**src/rtl/serial_add_pkg.sv**
```systemverilog
// ============================================================================
// Module : serial_add_pkg
// Brief  : Shared state encoding and default width for the bit-serial adder.
// Rev    : 1.0
// ============================================================================
`default_nettype none

package serial_add_pkg;

  typedef enum logic [1:0] {
    IDLE = 2'd0,
    RUN  = 2'd1,
    DONE = 2'd2
  } sa_state_t;

  localparam int SA_DEFAULT_WIDTH = 8;

endpackage

`default_nettype wire

```
**src/rtl/serial_add_ctrl_if.sv**
```systemverilog
// ============================================================================
// Module : serial_add_ctrl_if
// Brief  : Operand/result valid-ready bundle for serial_add_ctrl.
// Rev    : 1.0
// ============================================================================
`default_nettype none

interface serial_add_ctrl_if
  import serial_add_pkg::*;
#(
  parameter int WIDTH = SA_DEFAULT_WIDTH
);
  logic             in_valid;
  logic             in_ready;
  logic [WIDTH-1:0] a;
  logic [WIDTH-1:0] b;
  logic             cin;
  logic             out_valid;
  logic             out_ready;
  logic [WIDTH-1:0] sum;
  logic             cout;
  logic             ovf;
  logic             busy;

  modport slave (
    input  in_valid, a, b, cin, out_ready,
    output in_ready, out_valid, sum, cout, ovf, busy
  );

  modport master (
    output in_valid, a, b, cin, out_ready,
    input  in_ready, out_valid, sum, cout, ovf, busy
  );
endinterface

`default_nettype wire

```
**src/rtl/serial_add_ctrl_fa.sv**
```systemverilog
// ============================================================================
// Module : fa
// Brief  : Single-bit full adder shared by the serial adder datapath.
// Rev    : 1.0
// ============================================================================
`default_nettype none

module fa (
  input  wire logic a_i,
  input  wire logic b_i,
  input  wire logic c_i,
  output logic      s_o,
  output logic      co_o
);
  assign s_o  = a_i ^ b_i ^ c_i;
  assign co_o = (a_i & b_i) | (c_i & (a_i ^ b_i));
endmodule

`default_nettype wire

```
**src/rtl/serial_add_ctrl.sv**
```systemverilog
// ============================================================================
// Module : serial_add_ctrl
// Brief  : Bit-serial adder, LSB first, one full adder time-shared over WIDTH clocks.
// Rev    : 1.0
// ============================================================================
`default_nettype none

module serial_add_ctrl
  import serial_add_pkg::*;
#(
  parameter int WIDTH = SA_DEFAULT_WIDTH
) (
  input  wire logic          clk,
  input  wire logic          rst,
  serial_add_ctrl_if.slave   bus
);
  localparam int CW = $clog2(WIDTH) + 1;

  sa_state_t        state_q, state_d;
  logic [WIDTH-1:0] a_sh_q, a_sh_d;
  logic [WIDTH-1:0] b_sh_q, b_sh_d;
  logic [WIDTH-1:0] sum_sh_q, sum_sh_d;
  logic [WIDTH-1:0] sum_q, sum_d;
  logic [CW-1:0]    cnt_q, cnt_d;
  logic             carry_q, carry_d;
  logic             cout_q, cout_d;
  logic             ovf_q, ovf_d;

  logic             fa_s;
  logic             fa_cy;
  logic [WIDTH-1:0] sum_sh_next;
  logic             unused_sum_sh_lsb;

  fa u_fa (
    .a_i  (a_sh_q[0]),
    .b_i  (b_sh_q[0]),
    .c_i  (carry_q),
    .s_o  (fa_s),
    .co_o (fa_cy)
  );

  // The oldest partial-sum bit is shifted out on the final cycle, so bit 0 is never read.
  assign unused_sum_sh_lsb = sum_sh_q[0];

  generate
    if (WIDTH == 1) begin : g_w1
      assign sum_sh_next = fa_s;
    end else begin : g_wn
      assign sum_sh_next = {fa_s, sum_sh_q[WIDTH-1:1]};
    end
  endgenerate

  always_ff @(posedge clk or posedge rst) begin
    if (rst) begin
      state_q  <= IDLE;
      a_sh_q   <= '0;
      b_sh_q   <= '0;
      sum_sh_q <= '0;
      sum_q    <= '0;
      cnt_q    <= '0;
      carry_q  <= 1'b0;
      cout_q   <= 1'b0;
      ovf_q    <= 1'b0;
    end else begin
      state_q  <= state_d;
      a_sh_q   <= a_sh_d;
      b_sh_q   <= b_sh_d;
      sum_sh_q <= sum_sh_d;
      sum_q    <= sum_d;
      cnt_q    <= cnt_d;
      carry_q  <= carry_d;
      cout_q   <= cout_d;
      ovf_q    <= ovf_d;
    end
  end

  always_comb begin
    state_d  = state_q;
    a_sh_d   = a_sh_q;
    b_sh_d   = b_sh_q;
    sum_sh_d = sum_sh_q;
    sum_d    = sum_q;
    cnt_d    = cnt_q;
    carry_d  = carry_q;
    cout_d   = cout_q;
    ovf_d    = ovf_q;
    case (state_q)
      IDLE: begin
        if (bus.in_valid) begin
          a_sh_d   = bus.a;
          b_sh_d   = bus.b;
          carry_d  = bus.cin;
          cnt_d    = '0;
          sum_sh_d = '0;
          state_d  = RUN;
        end
      end
      RUN: begin
        sum_sh_d = sum_sh_next;
        carry_d  = fa_cy;
        a_sh_d   = a_sh_q >> 1;
        b_sh_d   = b_sh_q >> 1;
        cnt_d    = cnt_q + CW'(1);
        // carry_q here is the carry into the MSB, so xor with its carry out gives signed overflow.
        if (cnt_q == CW'(WIDTH - 1)) begin
          ovf_d   = carry_q ^ fa_cy;
          cout_d  = fa_cy;
          sum_d   = sum_sh_next;
          state_d = DONE;
        end
      end
      DONE: begin
        if (bus.out_ready) begin
          state_d = IDLE;
        end
      end
      default: state_d = IDLE;
    endcase
  end

  assign bus.in_ready  = (state_q == IDLE) && !rst;
  assign bus.out_valid = (state_q == DONE);
  assign bus.busy      = (state_q != IDLE);
  assign bus.sum       = sum_q;
  assign bus.cout      = cout_q;
  assign bus.ovf       = ovf_q;
endmodule

`default_nettype wire

```
**src/flat_wrapper.sv**
```systemverilog
// flat-port wrapper written by rule: the top's interface ports become plain ports
module serial_add_ctrl_flat import serial_add_pkg::*;
#(
  parameter int WIDTH = SA_DEFAULT_WIDTH
)
  (clk, rst, bus_in_valid, bus_a, bus_b, bus_cin, bus_out_ready, bus_in_ready, bus_out_valid, bus_sum, bus_cout, bus_ovf, bus_busy);
  serial_add_ctrl_if #(.WIDTH(WIDTH)) bus_i ();
  input  wire logic clk;
  input  wire logic rst;
  input wire logic [$bits(bus_i.in_valid)-1:0] bus_in_valid;
  input wire logic [$bits(bus_i.a)-1:0] bus_a;
  input wire logic [$bits(bus_i.b)-1:0] bus_b;
  input wire logic [$bits(bus_i.cin)-1:0] bus_cin;
  input wire logic [$bits(bus_i.out_ready)-1:0] bus_out_ready;
  output wire logic [$bits(bus_i.in_ready)-1:0] bus_in_ready;
  output wire logic [$bits(bus_i.out_valid)-1:0] bus_out_valid;
  output wire logic [$bits(bus_i.sum)-1:0] bus_sum;
  output wire logic [$bits(bus_i.cout)-1:0] bus_cout;
  output wire logic [$bits(bus_i.ovf)-1:0] bus_ovf;
  output wire logic [$bits(bus_i.busy)-1:0] bus_busy;
  assign bus_i.in_valid = bus_in_valid;
  assign bus_i.a = bus_a;
  assign bus_i.b = bus_b;
  assign bus_i.cin = bus_cin;
  assign bus_i.out_ready = bus_out_ready;
  assign bus_in_ready = bus_i.in_ready;
  assign bus_out_valid = bus_i.out_valid;
  assign bus_sum = bus_i.sum;
  assign bus_cout = bus_i.cout;
  assign bus_ovf = bus_i.ovf;
  assign bus_busy = bus_i.busy;
  serial_add_ctrl #(.WIDTH(WIDTH)) u_core (.clk(clk), .rst(rst), .bus(bus_i));
endmodule
```
**config.mk**
```make
export PLATFORM = sky130hd
export DESIGN_NAME = serial_add_ctrl_flat
export DESIGN_NICKNAME = d
export VERILOG_FILES = /design/src/rtl/serial_add_pkg.sv /design/src/rtl/serial_add_ctrl_if.sv /design/src/rtl/serial_add_ctrl_fa.sv /design/src/rtl/serial_add_ctrl.sv /design/src/flat_wrapper.sv
export SDC_FILE = /design/constraint.sdc
export NUM_CORES = 1
export LEC_CHECK = 0
export BUFFER_PORTS_ARGS = -buffer_cell sky130_fd_sc_hd__buf_2
export CORE_ASPECT_RATIO = 0.75
export CORE_MARGIN = 2
export CORE_UTILIZATION = 45
export CTS_BUF_LIST = sky130_fd_sc_hd__clkbuf_16
export CTS_CLUSTER_SIZE = 8
export DETAILED_ROUTE_END_ITERATION = 10
export PLACE_DENSITY = 0.67
export REMOVE_ABC_BUFFERS = 1
export SETUP_SLACK_MARGIN = 0.5
export SLEW_MARGIN = 20
export SYNTH_ARGS = -nofsm -noshare
export SYNTH_HDL_FRONTEND = slang
export SYNTH_SLANG_ARGS = --single-unit
```
**constraint.sdc**
```tcl
create_clock -name clk -period 2.05 [get_ports clk]
set_input_delay 0.1025 -clock clk [delete_from_list [all_inputs] [get_ports clk]]
set_output_delay 0.1025 -clock clk [all_outputs]
set_load 0.01 [all_outputs]
```
# Word level (Yosys, flattened, before mapping)
# Index checks and enable logic that the tools add are counted.
# op_classes
addsub	1
n_eq_ne	6
mux	14
bitwise_logic	6
n_reduce_logical	8
# ops
op	n
$pmux W8 S2	3
$mux W8	3
$pmux W4 S2	1
$mux W2	3
$pmux W2 S3	1
$add A4 B1 Y4 const B	1
$eq A4 B3 Y1 const B	1
$mux W4	1
$ne A2 B2 Y1 const B	2
$reduce_and A2 Y1	2
$reduce_bool A2 Y1	2
$reduce_and A3 Y1	1
$xor A1 B1 Y1	3
$and A1 B1 Y1	2
$eq A2 B1 Y1 const B	1
$eq A2 B2 Y1 const B	1
$logic_not A2 Y1	1
$ne A2 B1 Y1 const B	1
$pmux W1 S2	1
$logic_and A1 B1 Y1	1
$logic_not A1 Y1	1
$mux W1	1
$or A1 B1 Y1	1
# totals
reg_bits	41
in_bits	21
out_inout_bits	13
wordCells	44

# Logic depth before layout (Yosys ltp)
# Gate-level depths: netlist of run 1.
# depth
ltp_word	4
mapped_depth	6
ltp_nobuf	4

# Hierarchy
# From an unflattened synthesis of run 1, not the netlist that was laid out.
# unflattened
cells_unflattened	163
area_unflattened_um2	1873.0
# modules_own_cells
module	n_inst	cells_each	area_each_um2	seq_area_each_um2
serial_add_ctrl	1	162	1853.0	1001.0
fa	1	1	20.0	0.0

# Worst setup path after synthesis of run 1
# Ideal clock, no wire load.
# synth_path
path_type	flip-flop to flip-flop
from	register u_core.state_q[0]
to	register u_core.cout_q (netlist: u_core.bus.cout)
setup_ps	125
arrival_time_ps	1361
required_time_ps	1925
path_slack_ps	563
stages_incl_launch_ff	7
n_path_buf	3
period_less_slack_ps	1487
path_cell_list	dfrtp_1 buf_4 nor2b_4 buf_6 nor3b_4 buf_6 mux2_4
# synth_via
elab_chain_len	2
# synth_rtl
element	line	rtl
start: declaration	serial_add_ctrl.sv:19	sa_state_t state_q, state_d;
start signal: assignment	serial_add_ctrl.sv:65	state_q <= state_d;
$eq A2 B1 Y1	serial_add_ctrl.sv:87	case (state_q)
$reduce_and A2 Y1 (no source line)	n/a	
end signal: assignment	serial_add_ctrl.sv:72	cout_q <= cout_d;
end: declaration	serial_add_ctrl.sv:26	logic cout_q, cout_d;
# Every way passes these cells.
# A chain may end at the register's enable or synchronous reset.

# Worst setup path in the final report of run 1
# layout_path
from	register u_core.state_q[0]
to	output port bus_in_ready
# layout_via
elab_chain_len	2
# layout_rtl
element	line	rtl
$logic_not A2 Y1	serial_add_ctrl.sv:121	assign bus.in_ready = (state_q == IDLE) && !rst;
$logic_and A1 B1 Y1	serial_add_ctrl.sv:121	
end: declaration	flat_wrapper.sv:15	output wire logic [$bits(bus_i.in_ready)-1:0] bus_in_ready;
# Every way passes these cells.

==> results of run 1 <==
==> where the power goes <==
| group | internal [W] | total (W) | switching, W | leakage (nW) |
|---|---|---|---|---|
| clock | 0.000434 | 0.000703 | 0.000268 | 0.0648 |
| sequential | 0.00109 | 0.00131 | 0.000218 | 0.520 |
| combinational | 0.000605 | 0.00112 | 0.000515 | 0.538 |
| total | 0.00213 | 0.00313 | 0.00100 | 1.12 |
==> worst paths after layout <==
kind | start | end | slack [ns] | depth (start not counted)
min | bus_b[7] | u_core.b_sh_q[7]$_DFFE_PP0P_ | 0.08 | 3
max reg2reg | u_core.state_q[1]$_DFFE_PP0P_ | u_core.bus.ovf$_DFFE_PP0P_ | 0.56 | 5
max in group asynchronous | rst | u_core.state_q[0]$_DFFE_PP0P_ | 1.14 | 4
min in group asynchronous | rst | u_core.a_sh_q[6]$_DFFE_PP0P_ | 0.54 | 4
max | u_core.state_q[0]$_DFFE_PP0P_ | bus_in_ready | 0.56 | 4
min reg2reg | u_core.a_sh_q[6]$_DFFE_PP0P_ | u_core.a_sh_q[6]$_DFFE_PP0P_ | 0.49 | 2
==> synth_stat cells (all sizes together) <==
library cell  number  area share, %
o21bai             1           0.41
inv                3           0.61
ha                 1           0.68
and3b              4            1.9
nor2b             13            4.8
clkbuf             8            1.6
a21o               1           0.41
xor2               1           0.47
nand4              1           0.34
nor2               3           0.61
a21oi             15            4.1
buf                4            1.9
nor3b              1            1.0
dfrtp             40             54
a22oi             11            4.5
fa                 1            1.1
or2                1           0.34
a22o               9            4.3
o21ai             17            4.6
a211oi             1           0.41
mux2              12            9.2
nand3              1           0.27
nand2             11            2.2
==> sequential cells by signal, summed over array words and instances (netlist names) <==
register and count:
u_core.bus.cout 1, u_core.cnt_q 4, u_core.state_q 2, u_core.sum_sh_q 7, u_core.b_sh_q 8, u_core.bus.sum 8, u_core.a_sh_q 8, u_core.bus.ovf 1
u_core.carry_q 1
==> cell families after synthesis <==
family                     share of synthesized area, %
xor gates and xnor gates                          0.475
buffers and inverters                              4.14
adders and majority gates                          1.76
AOI/OAI and AO/OA                                  18.7
and+or+nand+nor                                    11.5
DFF                                                54.3
muxes                                              9.16
==> worst max-delay path, cell delays in order (launching register included) <==
cell and delay, ns:
dfrtp_2 0.43, buf_8 0.17, or2_4 0.27, nor2_2 0.10, buf_2 0.14
==> repair_timing <==
item / CTS / global route
endpoints found under the setup margin: 18 / 18
hold buffers: 1 / 0
pin swaps: 0 / 1
setup buffers: 5 / 0
hold endpoints to repair: 40 / 0
gates resized for setup: 7 / 6
==> per-layer routing <==
metal	track usage, %	part of all wire (%)
met5	0	0
met4	4.51	0.42
met1	24.7	49
met2	29.1	46
met3	4.57	4.6
==> final cells by class <==
class | instances | area [um2] | area share [%]
Sequential cell | 40 | 1000 | 43.9
Multi-Input combinational cell | 105 | 785 | 34.3
Timing Repair Buffer | 46 | 284 | 12.4
Clock buffer | 5 | 125 | 5.48
Tap cell | 55 | 68.8 | 3.01
Inverter | 3 | 11.3 | 0.493
Clock inverter | 2 | 7.51 | 0.329
==> stage by stage <==
step / instance area, um2 / setup TNS [ns]
3_3_place_gp: 2070 / 0
6_report: 2280 / 0
2_1_floorplan: 1780 / -0.695
5_1_grt: 2280 / 0
4_1_cts: 2260 / 0
3_5_place_dp: 2070 / 0
==> results by group, run 1 <==
Outcome
  – Status: finished, final reports clean

Route
  – Via Count: 1377
  – Drt pass-1 iters: 4
  – Vias per cell: 5.38
  – Post-Route WL: around 3800 um
  – DR iter-0 viols: 114
  – Residual DRC count: 0
  – DR WL/cell: approximately 15 um
  – Final ANT Viol Nets: 0

Placement
  – Pre-CTS WS: 0.357 ns
  – # port buffers: 33
  – Dpl cells: 243
  – Post-DP HPWL: 2530 um
  – Gp weighted congestion: 0.751

Floorplan
  – Initial Utilization: between 40% and 50%
  – Die footprint: 4630 um2
  – Core region area: around 4000 um2
  – Die Span X: 77.9 um
  – Die H: between 50 and 60 um
  – Row cnt: 20
  – I/O Pins: 34

Worst setup path
  – WS Path Type: flop to output port
  – CP max FO: 23
  – CP arrival: 1.39 ns
  – Crit end category: output port
  – Worst endpoint required time: slightly below 2 ns
  – Startpoint types: flop

Power
  – Peak supply drop: 0.641 mV
  – Total Power: approximately 0.0031 W
  – Pwr Density: 1370 nW/um2
  – Leakage: 1.12 nW

STA
  – PnR worst setup slack: approximately 0.56 ns
  – Worst relative slew slack: 66.7%
  – RSZ-0062 raised after global routing: no
  – Setup violators final: 0
  – Fin Hold WS: 0.0767 ns
  – Tmin final: 1.49 ns
  – Period utilization: 72.9%
  – Setup Skew: 0.00558 ns
  – Final slew viol count: 0
  – Max Fclk: about 0.67 GHz
  – Final Hold Fails: 0
  – Worst-Margin Slew: about 0.5 ns

Clock tree
  – CTS sink count: 40
  – Clk slew on worst S/H paths: 0.06 ns
  – Clock tree buffer depth: 2
  – CTS tree: built
  – Htree depth: 2
  – Root Driver: clkbuf_16
  – Clock latency on the worst-skew pair: 0.27 ns
  – Num CTS Buffers: 5

Global routing
  – Largest net degree at the start of global routing: 41
  – Initial antenna violation count: 0
  – First-pass GRT wire length: 6430 um
  – GRT Total Usage: 18.0%
  – Total grt overflow: 0
  – Number of global-route vias before repair: between 1000 and 1500

Layout
  – Layout area overhead: 23.9%
  – Most frequent cells in the layout: dfrtp_1, buf_2, o21ai_0
  – Share of cells above drive strength 1: 35.3%
  – Commonest non-fill, non-tap cell in the layout: dfrtp_1
  – Final Util: a little under three fifths
  – Fin cells: about 260
  – # fillers: 332
  – Final nets: 224
  – Antenna cells: 0

Synth
  – Post-Syn Instances: 160
  – Synthesized area: around 1800 um2
  – Synthesis-stage register bit count: 40
  – Syn Area/Cell: 11.5 um2
  – Post-synthesis sequential area ratio: approximately 54%
  – Synth Warn #: 0
  – Synth cell types: 27

Flow run
  – Max_cap viols: 0

Min path
  – Worst min path class: primary input to flop
(Power assumes the default switching activity.)
==> inputs of run 2 (changes only) <==
--- a/config.mk
+++ b/config.mk
@@ -5,6 +5,7 @@
 export SDC_FILE = /design/constraint.sdc
 export NUM_CORES = 1
 export LEC_CHECK = 0
+export ABC_AREA = 1
 export BUFFER_PORTS_ARGS = -buffer_cell sky130_fd_sc_hd__buf_2
 export CORE_ASPECT_RATIO = 0.75
 export CORE_MARGIN = 2
==> constraint.sdc (replaced) <==
create_clock -name clk -period 1.5 [get_ports clk]
set_input_delay 0.075 -clock clk [delete_from_list [all_inputs] [get_ports clk]]
set_output_delay 0.075 -clock clk [all_outputs]
set_load 0.01 [all_outputs]
==> results by group, run 2 <==
STA
  – Fin Hold WS: -0.00101 ns
  – Setup TNS: 0 ns
  – Worst relative slew slack: 66.4%
  – PnR worst setup slack: 0.279 ns
  – Final Hold Fails: 1
  – Max Fclk: 0.819 GHz
  – RSZ-0062 raised after global routing: yes
  – Tmin final: approximately 1.2 ns
  – Final slew viol count: 0
  – Setup violators final: 0
  – Worst-Margin Slew: 0.504 ns
  – Period utilization: 81.4%
  – Setup Skew: 0.00646 ns

Synth
  – Post-synth EDFFs: 0
  – Share of the synthesized area in the top cell type: 58.3%
  – Main combinational cell family by area after synthesis: simple AND/OR/NAND/NOR gates
  – Multiplexer share of the synthesized area: 0%
  – Post-synthesis sequential area ratio: 58.3%
  – Synth cell types: 20
  – Synthesis-stage register bit count: 40
  – Post-synthesis xor/xnor area fraction: 0.510%
  – Post-synth top cells: nand2_1, dfrtp_1, nand3_1
  – Post-Syn Instances: about 200
  – Synthesized area: between 1500 and 2000 um2
  – Asr flop ratio synth: 100%
  – Synth area leader: dfrtp_1
  – Most frequent cell after synthesis: nand2_1
  – Synth Warn #: 0
  – Post-synthesis adder-cell area fraction: between 1.5 and 2%
  – Synth Area in Simple Gates: 30.3%
  – Synth Area in Compound Gates: under 10%
  – Syn Area/Cell: 8.71 um2
  – Synth top area cells: dfrtp_1, nand2_1, nand3_1
  – Top_reg_cell synth: dfrtp_1

Clock tree
  – CTS sink count: 40
  – CTS tree: built
  – Clk slew on worst S/H paths: 0.05 ns
  – Clock tree buffer depth: 2
  – Num CTS Buffers: 5
  – Root Driver: clkbuf_16
  – Clock latency on the worst-skew pair: 0.28 ns
  – Htree depth: 2

Placement
  – Pre-CTS WS: 0.0609 ns
  – Post-DP HPWL: 2390 um
  – Gp weighted congestion: 0.770
  – # port buffers: 33

Floorplan
  – Die footprint: 4330 um2
  – Die Span X: 75.3 um
  – I/O Pins: 34
  – Initial Utilization: a little under half
  – Core region area: 3660 um2
  – Die H: 57.5 um
  – Row cnt: 19

Global routing
  – Number of global-route vias before repair: around 1500
  – Largest net degree at the start of global routing: ~40
  – First-pass GRT wire length: 7500 um
  – GRT Total Usage: 23.7%
  – Met1 usage: 32.3%
  – Met3 Use GR: 5.48%
  – Initial antenna violation count: 0
  – Total grt overflow: 0
  – Grt peak-use layer: met2
  – GRT met2 Usage: 36.9%

Worst setup path
  – WP buf/inv: 3
  – Worst endpoint required time: roughly 1.7 ns
  – Startpoint types: flop
  – WS Path Type: flop to flop
  – Top delay family on crit path: buffers and inverters
  – Crit end category: flop
  – CP max FO: 6
  – CP arrival: approximately 1.4 ns
  – Worst path cell trace: inv_2, buf_12, nand2_8, nor2_4, buf_6, nand2_2, nand3_2
  – CP peak stage delay: slightly below 0.4 ns
  – Slowest CP cell: dfrtp_1

Layout
  – Multi-input gate area: between 900 and 1000 um2
  – Antenna cells: 0
  – Most frequent cells in the layout: nand2_1, dfrtp_1, buf_2
  – Final Util: 72.8%
  – Commonest non-fill, non-tap cell in the layout: nand2_1
  – # fillers: about 260
  – Layout area overhead: 55.2%
  – Register area: around 1000 um2
  – Share of cells above drive strength 1: a little under half
  – Final nets: between 200 and 300

Outcome
  – Status: finished, violations left
  – Failing checks: negative hold slack

Route
  – DR iter-0 viols: 123
  – DR WL/cell: 15.3 um
  – Vias per cell: 5.10
  – Post-Route WL: 4700 um
  – Via Count: approximately 1600
  – Residual DRC count: 0
  – Final ANT Viol Nets: 0
  – Drt pass-1 iters: 4

Power
  – Leakage: 1.40 nW
  – Pwr Density: 1990 nW/um2
  – Total Power: around 0.0053 W
  – Peak supply drop: 0.954 mV

Min path
  – Worst min path class: primary input to flop

Flow run
  – Max_cap viols: 0
run 2: cell types whose count changed in the layout (fill, tap and decap cells not counted), sizes merged, moves of 8 or more:
cell   change
nand2     +65
nand3     +38
a21oi     -14
o21ai     -14
nor2b     -13
mux2      -12
a22oi     -11
a22o       -9
inv        +8
run 2: metal layers:
layer | up-vias | wire, um
met1 | 757 | 1990
met5 | - | 0
met2 | 42 | 2390
met3 | 10 | 216
met4 | 0 | 95
li1 | 757 | -
run 2: cell type report:
| class | count | area share (%) |
|---|---|---|
| sequential | 40 | 37.6 |
| multi-input combinational | 138 | 34.6 |
| timing repair buffer | 58 | 18.3 |
| clock buffer | 5 | 4.69 |
| tap | 52 | 2.44 |
| inverter | 11 | 1.83 |
| clock inverter | 3 | 0.516 |
run 2: worst reg2reg max path, cell delays in order, from the launching register on:
cell and delay (ns):
dfrtp_1 0.39, inv_2 0.12, buf_12 0.13, nand2_8 0.07
nor2_4 0.14, buf_6 0.18, nand2_2 0.07, nand3_2 0.05
run 2: path summary, 6_finish.rpt:
kind	startpoint	endpoint	cells past startpoint	slack (ns)
min reg2reg	u_core.sum_sh_q[4]$_DFFE_PP0P_	u_core.bus.sum[3]$_DFFE_PP0P_	2	0.47
min	bus_b[7]	u_core.b_sh_q[7]$_DFFE_PP0P_	3	-0.001
min in group asynchronous	rst	u_core.bus.ovf$_DFFE_PP0P_	4	0.48
max	u_core.state_q[1]$_DFFE_PP0P_	u_core.a_sh_q[3]$_DFFE_PP0P_	7	0.28
max reg2reg	u_core.state_q[1]$_DFFE_PP0P_	u_core.a_sh_q[3]$_DFFE_PP0P_	7	0.28
max in group asynchronous	rst	u_core.state_q[0]$_DFFE_PP0P_	4	0.63
run 2: what timing repair did:
item,4_1_cts,5_1_grt
setup buffers,7,2
pin swaps,7,5
setup endpoints to repair,43,43
gates resized for setup,81,19
cloned,3,0
hold endpoints to repair,46,0
hold buffers,7,0
run 2: kinds of logic after synthesis:
| family | after synthesis |
|---|---|
| buffers and inverters | 20 |
| AND/OR/NAND/NOR | 123 |
| AO/OA/AOI/OAI | 11 |
| adder cells (fa/ha/maj) | 2 |
| flip-flops | 40 |
| XOR/XNOR | 1 |
run 2: through the flow:
stage | instance area, um2 | instances
2_1_floorplan | 1670 | 188
3_3_place_gp | 1950 | 280
3_5_place_dp | 1950 | 280
4_1_cts | 2580 | 305
5_1_grt | 2670 | 307
6_report | 2670 | 307
run 2: where the power goes:
group | switching, W | internal [W] | leakage (nW) | total (W)
Clock | 0.000396 | 0.000603 | 0.0710 | 0.000999
Sequential | 0.000326 | 0.00152 | 0.520 | 0.00185
Combinational | 0.00132 | 0.00115 | 0.804 | 0.00246
